**src/rtl/sram_ctrl_pkg.sv**
```systemverilog
// Shared types and constants for the SRAM bus controller: FSM state encoding,
// default bus widths and the minimum legal phase lengths for the 4Kx8 device.
package sram_ctrl_pkg;

    typedef enum logic [2:0] {
        ST_IDLE     = 3'd0,
        ST_SETUP    = 3'd1,
        ST_RD_WAIT  = 3'd2,
        ST_WR_PULSE = 3'd3,
        ST_WR_HOLD  = 3'd4,
        ST_RESP     = 3'd5,
        ST_TURN     = 3'd6
    } sram_ctrl_state_e;

    localparam int SRAM_ADDR_W = 12;
    localparam int SRAM_DATA_W = 8;

    // Device limits at a 10 ns clock: 10 ns read delay, 10 ns address setup
    // to the rising write strobe, 10 ns bus release after CSB rises.
    localparam int MIN_SETUP_CYC    = 1;
    localparam int MIN_ACCESS_CYC   = 2;
    localparam int MIN_WR_PULSE_CYC = 2;
    localparam int MIN_HOLD_CYC     = 1;
    localparam int MIN_TURN_CYC     = 2;

    function automatic int max_of(input int a, input int b);
        return (a > b) ? a : b;
    endfunction

endpackage

```
**src/rtl/sram_phase_timer.sv**
```systemverilog
// Loadable down-counter used to time every FSM phase; done is high while the
// count sits at zero, i.e. during the last cycle of the loaded phase.
module sram_phase_timer #(
    parameter int W = 3
) (
    input  logic         clk,
    input  logic         rst_n,
    input  logic         load,
    input  logic [W-1:0] load_val,
    output logic         done
);

    logic [W-1:0] count;

    always_ff @(posedge clk or negedge rst_n) begin
        if (!rst_n) begin
            count <= '0;
        end else if (load) begin
            count <= load_val;
        end else if (count != '0) begin
            count <= count - 1'b1;
        end
    end

    assign done = (count == '0);

endmodule

```
**src/rtl/sram_bus_ctrl.sv**
```systemverilog
// Synchronous master for the asynchronous 4Kx8 SRAM: turns a request stream and a
// read-response stream into registered CSB/WRB/ABUS/DBUS strobe sequences.
module sram_bus_ctrl
    import sram_ctrl_pkg::*;
#(
    parameter int ADDR_W       = SRAM_ADDR_W,
    parameter int DATA_W       = SRAM_DATA_W,
    parameter int SETUP_CYC    = 1,
    parameter int ACCESS_CYC   = 2,
    parameter int WR_PULSE_CYC = 2,
    parameter int HOLD_CYC     = 1,
    parameter int TURN_CYC     = 2
) (
    input  logic              clk,
    input  logic              rst_n,
    input  logic              req_valid,
    output logic              req_ready,
    input  logic              req_we,
    input  logic [ADDR_W-1:0] req_addr,
    input  logic [DATA_W-1:0] req_wdata,
    output logic              rsp_valid,
    input  logic              rsp_ready,
    output logic [DATA_W-1:0] rsp_rdata,
    output logic              sram_csb,
    output logic              sram_wrb,
    output logic [ADDR_W-1:0] sram_abus,
    output logic [DATA_W-1:0] sram_dout,
    output logic              sram_oe,
    input  logic [DATA_W-1:0] sram_din
);

    localparam int MAX_PHASE = max_of(max_of(max_of(SETUP_CYC, ACCESS_CYC),
                                             max_of(WR_PULSE_CYC, HOLD_CYC)), TURN_CYC);
    localparam int TIMER_W   = $clog2(MAX_PHASE) + 1;

    if (SETUP_CYC < MIN_SETUP_CYC) begin : g_bad_setup
        $error("sram_bus_ctrl: SETUP_CYC below device minimum");
    end
    if (ACCESS_CYC < MIN_ACCESS_CYC) begin : g_bad_access
        $error("sram_bus_ctrl: ACCESS_CYC below device minimum");
    end
    if (WR_PULSE_CYC < MIN_WR_PULSE_CYC) begin : g_bad_pulse
        $error("sram_bus_ctrl: WR_PULSE_CYC below device minimum");
    end
    if (HOLD_CYC < MIN_HOLD_CYC) begin : g_bad_hold
        $error("sram_bus_ctrl: HOLD_CYC below device minimum");
    end
    if (TURN_CYC < MIN_TURN_CYC) begin : g_bad_turn
        $error("sram_bus_ctrl: TURN_CYC below device minimum");
    end

    sram_ctrl_state_e    state;
    sram_ctrl_state_e    next_state;
    logic                timer_load;
    logic [TIMER_W-1:0]  timer_val;
    logic                timer_done;
    logic                accept;

    logic                we_q;
    logic                ready_q;
    logic                csb_q;
    logic                wrb_q;
    logic                oe_q;
    logic                rsp_valid_q;
    logic [ADDR_W-1:0]   abus_q;
    logic [DATA_W-1:0]   dout_q;
    logic [DATA_W-1:0]   rdata_q;

    sram_phase_timer #(
        .W (TIMER_W)
    ) u_timer (
        .clk      (clk),
        .rst_n    (rst_n),
        .load     (timer_load),
        .load_val (timer_val),
        .done     (timer_done)
    );

    // ready_q is registered so it stays low throughout reset even though the FSM sits in IDLE.
    assign accept = req_valid && ready_q;

    always_ff @(posedge clk or negedge rst_n) begin
        if (!rst_n) begin
            state <= ST_IDLE;
        end else begin
            state <= next_state;
        end
    end

    // Each phase change reloads the timer with that phase's length minus one.
    always_comb begin
        next_state = state;
        timer_load = 1'b0;
        timer_val  = '0;

        case (state)
            ST_IDLE:     if (accept)     next_state = ST_SETUP;
            ST_SETUP:    if (timer_done) next_state = we_q ? ST_WR_PULSE : ST_RD_WAIT;
            ST_RD_WAIT:  if (timer_done) next_state = ST_RESP;
            ST_RESP:     if (rsp_ready)  next_state = ST_TURN;
            ST_WR_PULSE: if (timer_done) next_state = ST_WR_HOLD;
            ST_WR_HOLD:  if (timer_done) next_state = ST_TURN;
            ST_TURN:     if (timer_done) next_state = ST_IDLE;
            default:                     next_state = ST_IDLE;
        endcase

        if (next_state != state) begin
            timer_load = 1'b1;
            case (next_state)
                ST_SETUP:    timer_val = TIMER_W'(SETUP_CYC - 1);
                ST_RD_WAIT:  timer_val = TIMER_W'(ACCESS_CYC - 1);
                ST_WR_PULSE: timer_val = TIMER_W'(WR_PULSE_CYC - 1);
                ST_WR_HOLD:  timer_val = TIMER_W'(HOLD_CYC - 1);
                ST_TURN:     timer_val = TIMER_W'(TURN_CYC - 1);
                default:     timer_val = '0;
            endcase
        end
    end

    // Request fields are latched only at accept, so abus and dout cannot move while csb is low.
    always_ff @(posedge clk or negedge rst_n) begin
        if (!rst_n) begin
            we_q   <= 1'b0;
            abus_q <= '0;
            dout_q <= '0;
        end else if (state == ST_IDLE && accept) begin
            we_q   <= req_we;
            abus_q <= req_addr;
            dout_q <= req_wdata;
        end
    end

    // Strobes and handshakes are registered from the next state so they switch with the FSM.
    always_ff @(posedge clk or negedge rst_n) begin
        if (!rst_n) begin
            ready_q     <= 1'b0;
            csb_q       <= 1'b1;
            wrb_q       <= 1'b1;
            oe_q        <= 1'b0;
            rsp_valid_q <= 1'b0;
        end else begin
            ready_q     <= (next_state == ST_IDLE);
            csb_q       <= !(next_state == ST_RD_WAIT || next_state == ST_WR_PULSE);
            wrb_q       <= (next_state != ST_WR_PULSE);
            oe_q        <= (next_state == ST_WR_PULSE || next_state == ST_WR_HOLD);
            rsp_valid_q <= (next_state == ST_RESP);
        end
    end

    always_ff @(posedge clk or negedge rst_n) begin
        if (!rst_n) begin
            rdata_q <= '0;
        end else if (state == ST_RD_WAIT && timer_done) begin
            rdata_q <= sram_din;
        end
    end

    assign req_ready = ready_q;
    assign rsp_valid = rsp_valid_q;
    assign rsp_rdata = rdata_q;
    assign sram_csb  = csb_q;
    assign sram_wrb  = wrb_q;
    assign sram_oe   = oe_q;
    assign sram_abus = abus_q;
    assign sram_dout = dout_q;

endmodule
```
**config.mk**
```make
export PLATFORM = sky130hd
export DESIGN_NAME = sram_bus_ctrl
export DESIGN_NICKNAME = d
export VERILOG_FILES = /design/src/rtl/sram_ctrl_pkg.sv /design/src/rtl/sram_phase_timer.sv /design/src/rtl/sram_bus_ctrl.sv
export SDC_FILE = /design/constraint.sdc
export NUM_CORES = 1
export LEC_CHECK = 0
export CORE_ASPECT_RATIO = 1.75
export CORE_MARGIN = 5
export CORE_UTILIZATION = 45
export CTS_BUF_LIST = sky130_fd_sc_hd__clkbuf_8
export CTS_CLUSTER_SIZE = 24
export DETAILED_ROUTE_END_ITERATION = 7
export GPL_TIMING_DRIVEN = 1
export PLACE_DENSITY = 0.81
export SLEW_MARGIN = 30
export SYNTH_ARGS = -nofsm -noshare
export SYNTH_HDL_FRONTEND = slang
export SYNTH_SLANG_ARGS = --single-unit
```
**constraint.sdc**
```tcl
create_clock -name clk -period 1.81 [get_ports clk]
set_input_delay 0.181 -clock clk [delete_from_list [all_inputs] [get_ports clk]]
set_output_delay 0.181 -clock clk [all_outputs]
set_load 0.05 [all_outputs]
```
==> results of run 1 <==
[cells in the mapped netlist, drive strengths merged]
master and count:
dfrtp 37, mux2 30, buf 6, a21oi 5, inv 5, o21ai 5
nor2 4, nor3 4, a211oi 3, a21o 3, nand2 3, nand2b 3
a221o 2, and2 2, clkbuf 2, dfstp 2, nor2b 2, o22ai 2
a22oi 1, and3b 1, ha 1, nand3b 1, nor3b 1, o2111ai 1
or3 1
[registers in the layout, indices dropped and copies added (netlist names)]
| name | flops |
|---|---|
| sram_dout | 8 |
| sram_oe | 1 |
| sram_abus | 12 |
| sram_wrb | 1 |
| req_ready | 1 |
| rsp_valid | 1 |
| sram_csb | 1 |
| we_q | 1 |
| rsp_rdata | 8 |
| state | 3 |
| u_timer.count | 2 |
[worst paths after layout]
path / cells past startpoint / end / startpoint
worst max-delay path: 5 / rsp_rdata[7] / u_timer.count[0]
worst min-delay path: 2 / sram_abus[10] / rst_n
worst max register to register: 5 / rsp_rdata[7] / u_timer.count[0]
worst min register to register: 1 / rsp_rdata[0] / rsp_rdata[0]
max in group asynchronous: 3 / sram_wrb / rst_n
min in group clk: 2 / rsp_rdata[4] / sram_din[4]
[power groups by stage]
stage          combinational [mW]  sequential, mW  clock, mW
3_3_place_gp                 3.38            1.56          0
2_1_floorplan                1.18            2.80          0
6_report                     3.52            1.57      0.544
4_1_cts                      3.47            1.57      0.560
5_1_grt                      3.72            1.63      0.605
3_5_place_dp                 3.46            1.58          0
[timing repair]
item	4_1_cts	5_1_grt
hold endpoints to repair	0	12
hold buffers	0	1
endpoints found under the setup margin	0	12
buffers inserted	0	0
resized for setup	0	5
[cell type report]
cell class	count	share of cell area, %
flip-flops and latches	39	37.9
multi-input cells	75	28.6
repair buffers	72	27.3
clock buffers	5	2.66
well taps	48	2.33
inverters	5	0.727
clock inverters	3	0.484
[routing by layer]
metal / up-vias / wire, um / global-route usage (%)
met4: 0 / 84 / 6.58
li1: 586 / - / -
met2: 35 / 2290 / 28.3
met3: 8 / 179 / 3.87
met5: - / 0 / 0
met1: 624 / 1550 / 17.8
[stage by stage]
stage | cell area (um^2) | hold WS, ps | instances | power [mW] | setup WS (ps)
after floorplan | 1770 | -115 | 127 | 3.98 | 95.2
after global placement | 2450 | 322 | 237 | 4.94 | 37.3
after detailed placement | 2450 | 346 | 237 | 5.05 | -21.2
after CTS | 2530 | 35.9 | 245 | 5.61 | 88.6
after global routing | 2580 | 356 | 247 | 5.95 | 14.6
final | 2580 | 338 | 247 | 5.64 | 138
[logic make-up after synthesis]
group,count (synthesis),synth area share (%)
mux,30,23.3
fa+ha+maj,1,0.706
compound gates,22,8.12
buf+inv,13,4.24
flops,39,55.2
simple gates,22,8.40
==> reports/metrics.json, run 1 <==
{
  "ys.warnings.count": {"value": 0},
  "clk_root_buffer_cell": {"value": "sky130_fd_sc_hd__clkbuf_8"},
  "slowest_delay": {"value": 400, "unit": "ps"},
  "route.antenna.remaining_nets": {"value": 0},
  "grt_setup_unrepaired": {"value": "no"},
  "p_switching": {"value": 2.62, "unit": "mW"},
  "type_of_destination_of_the_critical_path": {"value": "register"},
  "synth.cell_area": {"value": 1770, "unit": "um^2"},
  "synth_seq_area_share": {"value": 55.2, "unit": "%"},
  "floorplan.core_area": {"value": 3830, "unit": "um^2"},
  "layout.cells.most_common_list": {"value": "sky130_fd_sc_hd__clkdlybuf4s50_1 (61), sky130_fd_sc_hd__dfrtp_1 (37), sky130_fd_sc_hd__mux2_4 (20)"},
  "p_leak": {"value": 1.19, "unit": "nW"},
  "max_slew.worst_pin.slew": {"value": 527, "unit": "ps"},
  "crit_path_max_fanout": {"value": 8},
  "maximum_operating_frequency": {"value": 0.598, "unit": "GHz"},
  "pwr-share-comb": {"value": 62.5, "unit": "%"},
  "core.rowCount": {"value": 30},
  "final.min_clock_period": {"value": 1670, "unit": "ps"},
  "p_seq_share": {"value": 27.9, "unit": "%"},
  "clock_sinks": {"value": 39},
  "grt-ovfl-total": {"value": 0},
  "rrSetupSlack": {"value": 140, "unit": "ps"},
  "grt_pass1_wl": {"value": 6580, "unit": "um"},
  "seq_area": {"value": 978, "unit": "um^2"},
  "yosys-top-cells-area": {"value": "sky130_fd_sc_hd__dfrtp_1 (52%), sky130_fd_sc_hd__mux2_4 (17%), sky130_fd_sc_hd__mux2_2 (6.4%)"},
  "clock_insertion_delay_worst_skew": {"value": 280, "unit": "ps"},
  "drc": {"value": 0},
  "firstDrtPassIters": {"value": 4},
  "antennaDiodeCount": {"value": 0},
  "grt_total_usage": {"value": 16.0, "unit": "%"},
  "intPower": {"value": 3.02, "unit": "mW"},
  "clkSlewWorstSetupHoldPaths": {"value": 70, "unit": "ps"},
  "num-fill-cells": {"value": 289},
  "layout-drive-gt1-share": {"value": 28.1, "unit": "%"},
  "required": {"value": 1980, "unit": "ps"},
  "chipWidth": {"value": 57.4, "unit": "um"},
  "worst_slew_margin_rel": {"value": 64.8, "unit": "%"},
  "finalSetupTns": {"value": 0, "unit": "ps"},
  "outcome": {"value": "complete, no violations"},
  "worstSetupPathType": {"value": "reg2reg"},
  "syn2layout_area_growth": {"value": 45.8, "unit": "%"},
  "synth.ff_latch_count": {"value": 39},
  "power.share.switching": {"value": 46.4, "unit": "%"},
  "timing.final.crit_share": {"value": 92.4, "unit": "%"},
  "netlist_instances": {"value": 127},
  "syn-mean-instance-area": {"value": 14.0, "unit": "um^2"},
  "clock_tree.buffer_depth": {"value": 2},
  "critPathArrivalTime": {"value": 1840, "unit": "ps"},
  "clock_h_tree_levels": {"value": 2},
  "numCtsBuffers": {"value": 5},
  "vdd.ir_drop.worst": {"value": 1.22, "unit": "mV"},
  "cts_tree": {"value": "yes"},
  "route.detailed.vias_per_inst": {"value": 5.07},
  "num_vias": {"value": 1253},
  "ioPinCount": {"value": 66},
  "start_kind": {"value": "register"},
  "maximum_number_of_pins_on_one_net_before_global_route_repair": {"value": 40},
  "yosysTopAreaCell": {"value": "sky130_fd_sc_hd__dfrtp_1"},
  "drt_iter0_drc": {"value": 37},
  "total_length_of_routed_wires": {"value": 4100, "unit": "um"},
  "floorplan.initialDensity": {"value": 46.3, "unit": "%"},
  "finish.net_count": {"value": 232},
  "critPathBufInv": {"value": 1},
  "antenna_found_initial": {"value": 0},
  "final_design_utilization": {"value": 67.5, "unit": "%"},
  "grt_pass1_vias": {"value": 1372},
  "placement.io_buffers": {"value": 65},
  "hold_viol_final": {"value": 0},
  "hpwl_reported_at_the_end_of_detailed_placement": {"value": 3050, "unit": "um"},
  "power_density": {"value": 2180, "unit": "nW/um^2"},
  "p_clk_share": {"value": 9.6, "unit": "%"},
  "dieHeight": {"value": 93.0, "unit": "um"},
  "post_drt_wl_per_cell": {"value": 16.6, "unit": "um"},
  "gp_congestion": {"value": 0.749},
  "die_area": {"value": 5340, "unit": "um^2"},
  "mostFrequentLayoutCell": {"value": "sky130_fd_sc_hd__clkdlybuf4s50_1"},
  "hold_path_class": {"value": "in2async"},
  "timing.max_cap.violations": {"value": 0},
  "synth.lib_cells_used.distinct": {"value": 28},
  "path_delay_family": {"value": "simple AND/OR/NAND/NOR gates"},
  "report.final.slew_viol_count": {"value": 0},
  "finClkSkew": {"value": 3.80, "unit": "ps"},
  "multiInputGateArea": {"value": 738, "unit": "um^2"},
  "timing.critical_path.cells": {"value": "inv_1, ha_2, nand2_1, nor3_4, mux2_2"},
  "netlist.area_leader.share": {"value": 52.3, "unit": "%"},
  "critPathSlowestCell": {"value": "sky130_fd_sc_hd__dfrtp_1"},
  "finalSetupViolCount": {"value": 0},
  "syn_nets": {"value": 161}
}
Note: power is estimated with default switching activity, not from simulation.
==> run 2: changes to the inputs <==
PLACE_DENSITY = 0.9   (was 0.81)
==> run 2 against run 1 <==
Against the previous run: sequential cell count did not move; register-to-register slack got worse by 30 ps; global-route usage barely moved; highest routed layer unchanged; worst setup slack got worse by 37 ps; count of clock-buffer cells in the layout did not move; sequential share of layout area fell by 0.091 points; via count rose by 1.7%; non-clock buffer count rose by 2; critical path depth fell by 4; die area did not move; cell count rose by 0.81%; clock power barely moved.
==> reports/metrics.json, run 2 (synthesis results as in run 1) <==
{
  "clk_root_buffer_cell": {"value": "sky130_fd_sc_hd__clkbuf_8"},
  "num_vias": {"value": 1274},
  "final_design_utilization": {"value": 67.6, "unit": "%"},
  "start_kind": {"value": "register"},
  "route.detailed.vias_per_inst": {"value": 5.12},
  "finalSetupViolCount": {"value": 0},
  "worst_r2r_startpoint": {"value": "u_timer.count[0]"},
  "antenna_found_initial": {"value": 0},
  "place.detailed.instances": {"value": 240},
  "critPathSlowestCell": {"value": "sky130_fd_sc_hd__clkdlybuf4s50_1"},
  "largest_register_ff_count": {"value": 12},
  "drt_iter0_drc": {"value": 25},
  "path_delay_family": {"value": "buffers and inverters"},
  "mostFrequentLayoutCell": {"value": "sky130_fd_sc_hd__clkdlybuf4s50_1"},
  "antennaDiodeCount": {"value": 0},
  "finClkSkew": {"value": 4.98, "unit": "ps"},
  "hold_path_class": {"value": "in2async"},
  "maximum_number_of_pins_on_one_net_before_global_route_repair": {"value": 40},
  "dieHeight": {"value": 93.0, "unit": "um"},
  "critPathArrivalTime": {"value": 1530, "unit": "ps"},
  "vdd.ir_drop.worst": {"value": 1.15, "unit": "mV"},
  "worst_slew_margin_rel": {"value": 63.9, "unit": "%"},
  "grt-busiest-layer": {"value": "met2"},
  "rrSetupSlack": {"value": 110, "unit": "ps"},
  "outcome": {"value": "complete, no violations"},
  "met3_usage": {"value": 4.14, "unit": "%"},
  "grt_pass1_vias": {"value": 1304},
  "power_density": {"value": 2180, "unit": "nW/um^2"},
  "report.final.slew_viol_count": {"value": 0},
  "floorplan.initialDensity": {"value": 46.3, "unit": "%"},
  "drc": {"value": 0},
  "floorplan.core_area": {"value": 3830, "unit": "um^2"},
  "timing.max_cap.violations": {"value": 0},
  "holdWs": {"value": 387, "unit": "ps"},
  "syn2layout_area_growth": {"value": 46.1, "unit": "%"},
  "clock_tree.buffer_depth": {"value": 2},
  "grt_util_met1": {"value": 17.6, "unit": "%"},
  "clock_insertion_delay_worst_skew": {"value": 290, "unit": "ps"},
  "timing.critical_path.from": {"value": "req_ready"},
  "gp_congestion": {"value": 0.879},
  "p_leak": {"value": 1.20, "unit": "nW"},
  "crit_path_max_fanout": {"value": 3},
  "num-fill-cells": {"value": 292},
  "type_of_destination_of_the_critical_path": {"value": "output port"},
  "seq_area": {"value": 978, "unit": "um^2"},
  "route.antenna.remaining_nets": {"value": 0},
  "timing.critical_path.cells": {"value": "clkdlybuf4s50_1"},
  "firstDrtPassIters": {"value": 4},
  "multiInputGateArea": {"value": 727, "unit": "um^2"},
  "grt_total_usage": {"value": 15.9, "unit": "%"},
  "finish.net_count": {"value": 234},
  "clock_h_tree_levels": {"value": 2},
  "stdcell_count": {"value": 249},
  "chipWidth": {"value": 57.4, "unit": "um"},
  "ioPinCount": {"value": 66},
  "grt-ovfl-total": {"value": 0},
  "required": {"value": 1630, "unit": "ps"},
  "total_length_of_routed_wires": {"value": 4020, "unit": "um"},
  "maximum_operating_frequency": {"value": 0.585, "unit": "GHz"},
  "max_slew.worst_pin.slew": {"value": 540, "unit": "ps"},
  "met2_usage": {"value": 27.2, "unit": "%"},
  "critPathBufInv": {"value": 1},
  "die_area": {"value": 5340, "unit": "um^2"},
  "placement.io_buffers": {"value": 65},
  "final.min_clock_period": {"value": 1710, "unit": "ps"},
  "layout.cells.most_common_list": {"value": "sky130_fd_sc_hd__clkdlybuf4s50_1 (62), sky130_fd_sc_hd__dfrtp_1 (37), sky130_fd_sc_hd__mux2_4 (20)"},
  "hpwl_reported_at_the_end_of_detailed_placement": {"value": 3090, "unit": "um"},
  "cts_tree": {"value": "yes"},
  "final.setup.worst_slack": {"value": 101, "unit": "ps"},
  "core.rowCount": {"value": 30},
  "clock_sinks": {"value": 39},
  "clkSlewWorstSetupHoldPaths": {"value": 70, "unit": "ps"},
  "grt_pass1_wl": {"value": 6420, "unit": "um"},
  "worstSetupPathType": {"value": "reg2out"},
  "dp_slack": {"value": 7.94, "unit": "ps"},
  "layout-drive-gt1-share": {"value": 27.4, "unit": "%"},
  "slowest_delay": {"value": 830, "unit": "ps"},
  "timing.final.crit_share": {"value": 94.4, "unit": "%"},
  "hold_viol_final": {"value": 0},
  "numCtsBuffers": {"value": 5},
  "post_drt_wl_per_cell": {"value": 16.1, "unit": "um"}
}
[run 2: layout make-up]
cell class / instances / area share, %
Inverter: 5 / 0.725
Clock inverter: 3 / 0.483
Tap cell: 48 / 2.32
Multi-Input combinational cell: 75 / 28.1
Timing Repair Buffer: 74 / 27.9
Clock buffer: 5 / 2.66
Sequential cell: 39 / 37.8
[run 2: final timing paths]
check,end,depth (start not counted)
setup / recovery,req_ready,1
hold / removal,sram_dout[1],3
setup reg to reg,rsp_rdata[7],5
hold reg to reg,sram_dout[6],1
max in group asynchronous,sram_csb,3
min in group clk,sram_abus[1],2
[run 2: where the power goes]
group | leakage, nW | internal, mW | switching, mW
registers | 0.473 | 1.31 | 0.270
logic | 0.672 | 1.46 | 2.06
clock network | 0.0505 | 0.259 | 0.283
total | 1.20 | 3.04 | 2.62
[run 2: what timing repair did]
item / 4_1_cts / 5_1_grt
setup endpoints to repair: 0 / 12
resized for setup: 0 / 3
hold endpoints to repair: 37 / 0
hold buffers: 1 / 0
buffers inserted: 0 / 0
[run 2: through the flow]
| step | instance area, um^2 | power [mW] | TNS (ps) |
|---|---|---|---|
| after floorplan | 1770 | 3.98 | 0 |
| after global placement | 2490 | 5.00 | 0 |
| after detailed placement | 2490 | 5.09 | 0 |
| after CTS | 2580 | 5.65 | 0 |
| after global routing | 2590 | 5.94 | -4.55 |
| final | 2590 | 5.65 | 0 |
[run 2: routing by layer]
metal | vias up | share of wire [%]
li1 | 591 | -
met1 | 618 | 37
met2 | 51 | 54
met3 | 14 | 5.3
met4 | 0 | 4.1
met5 | - | 0
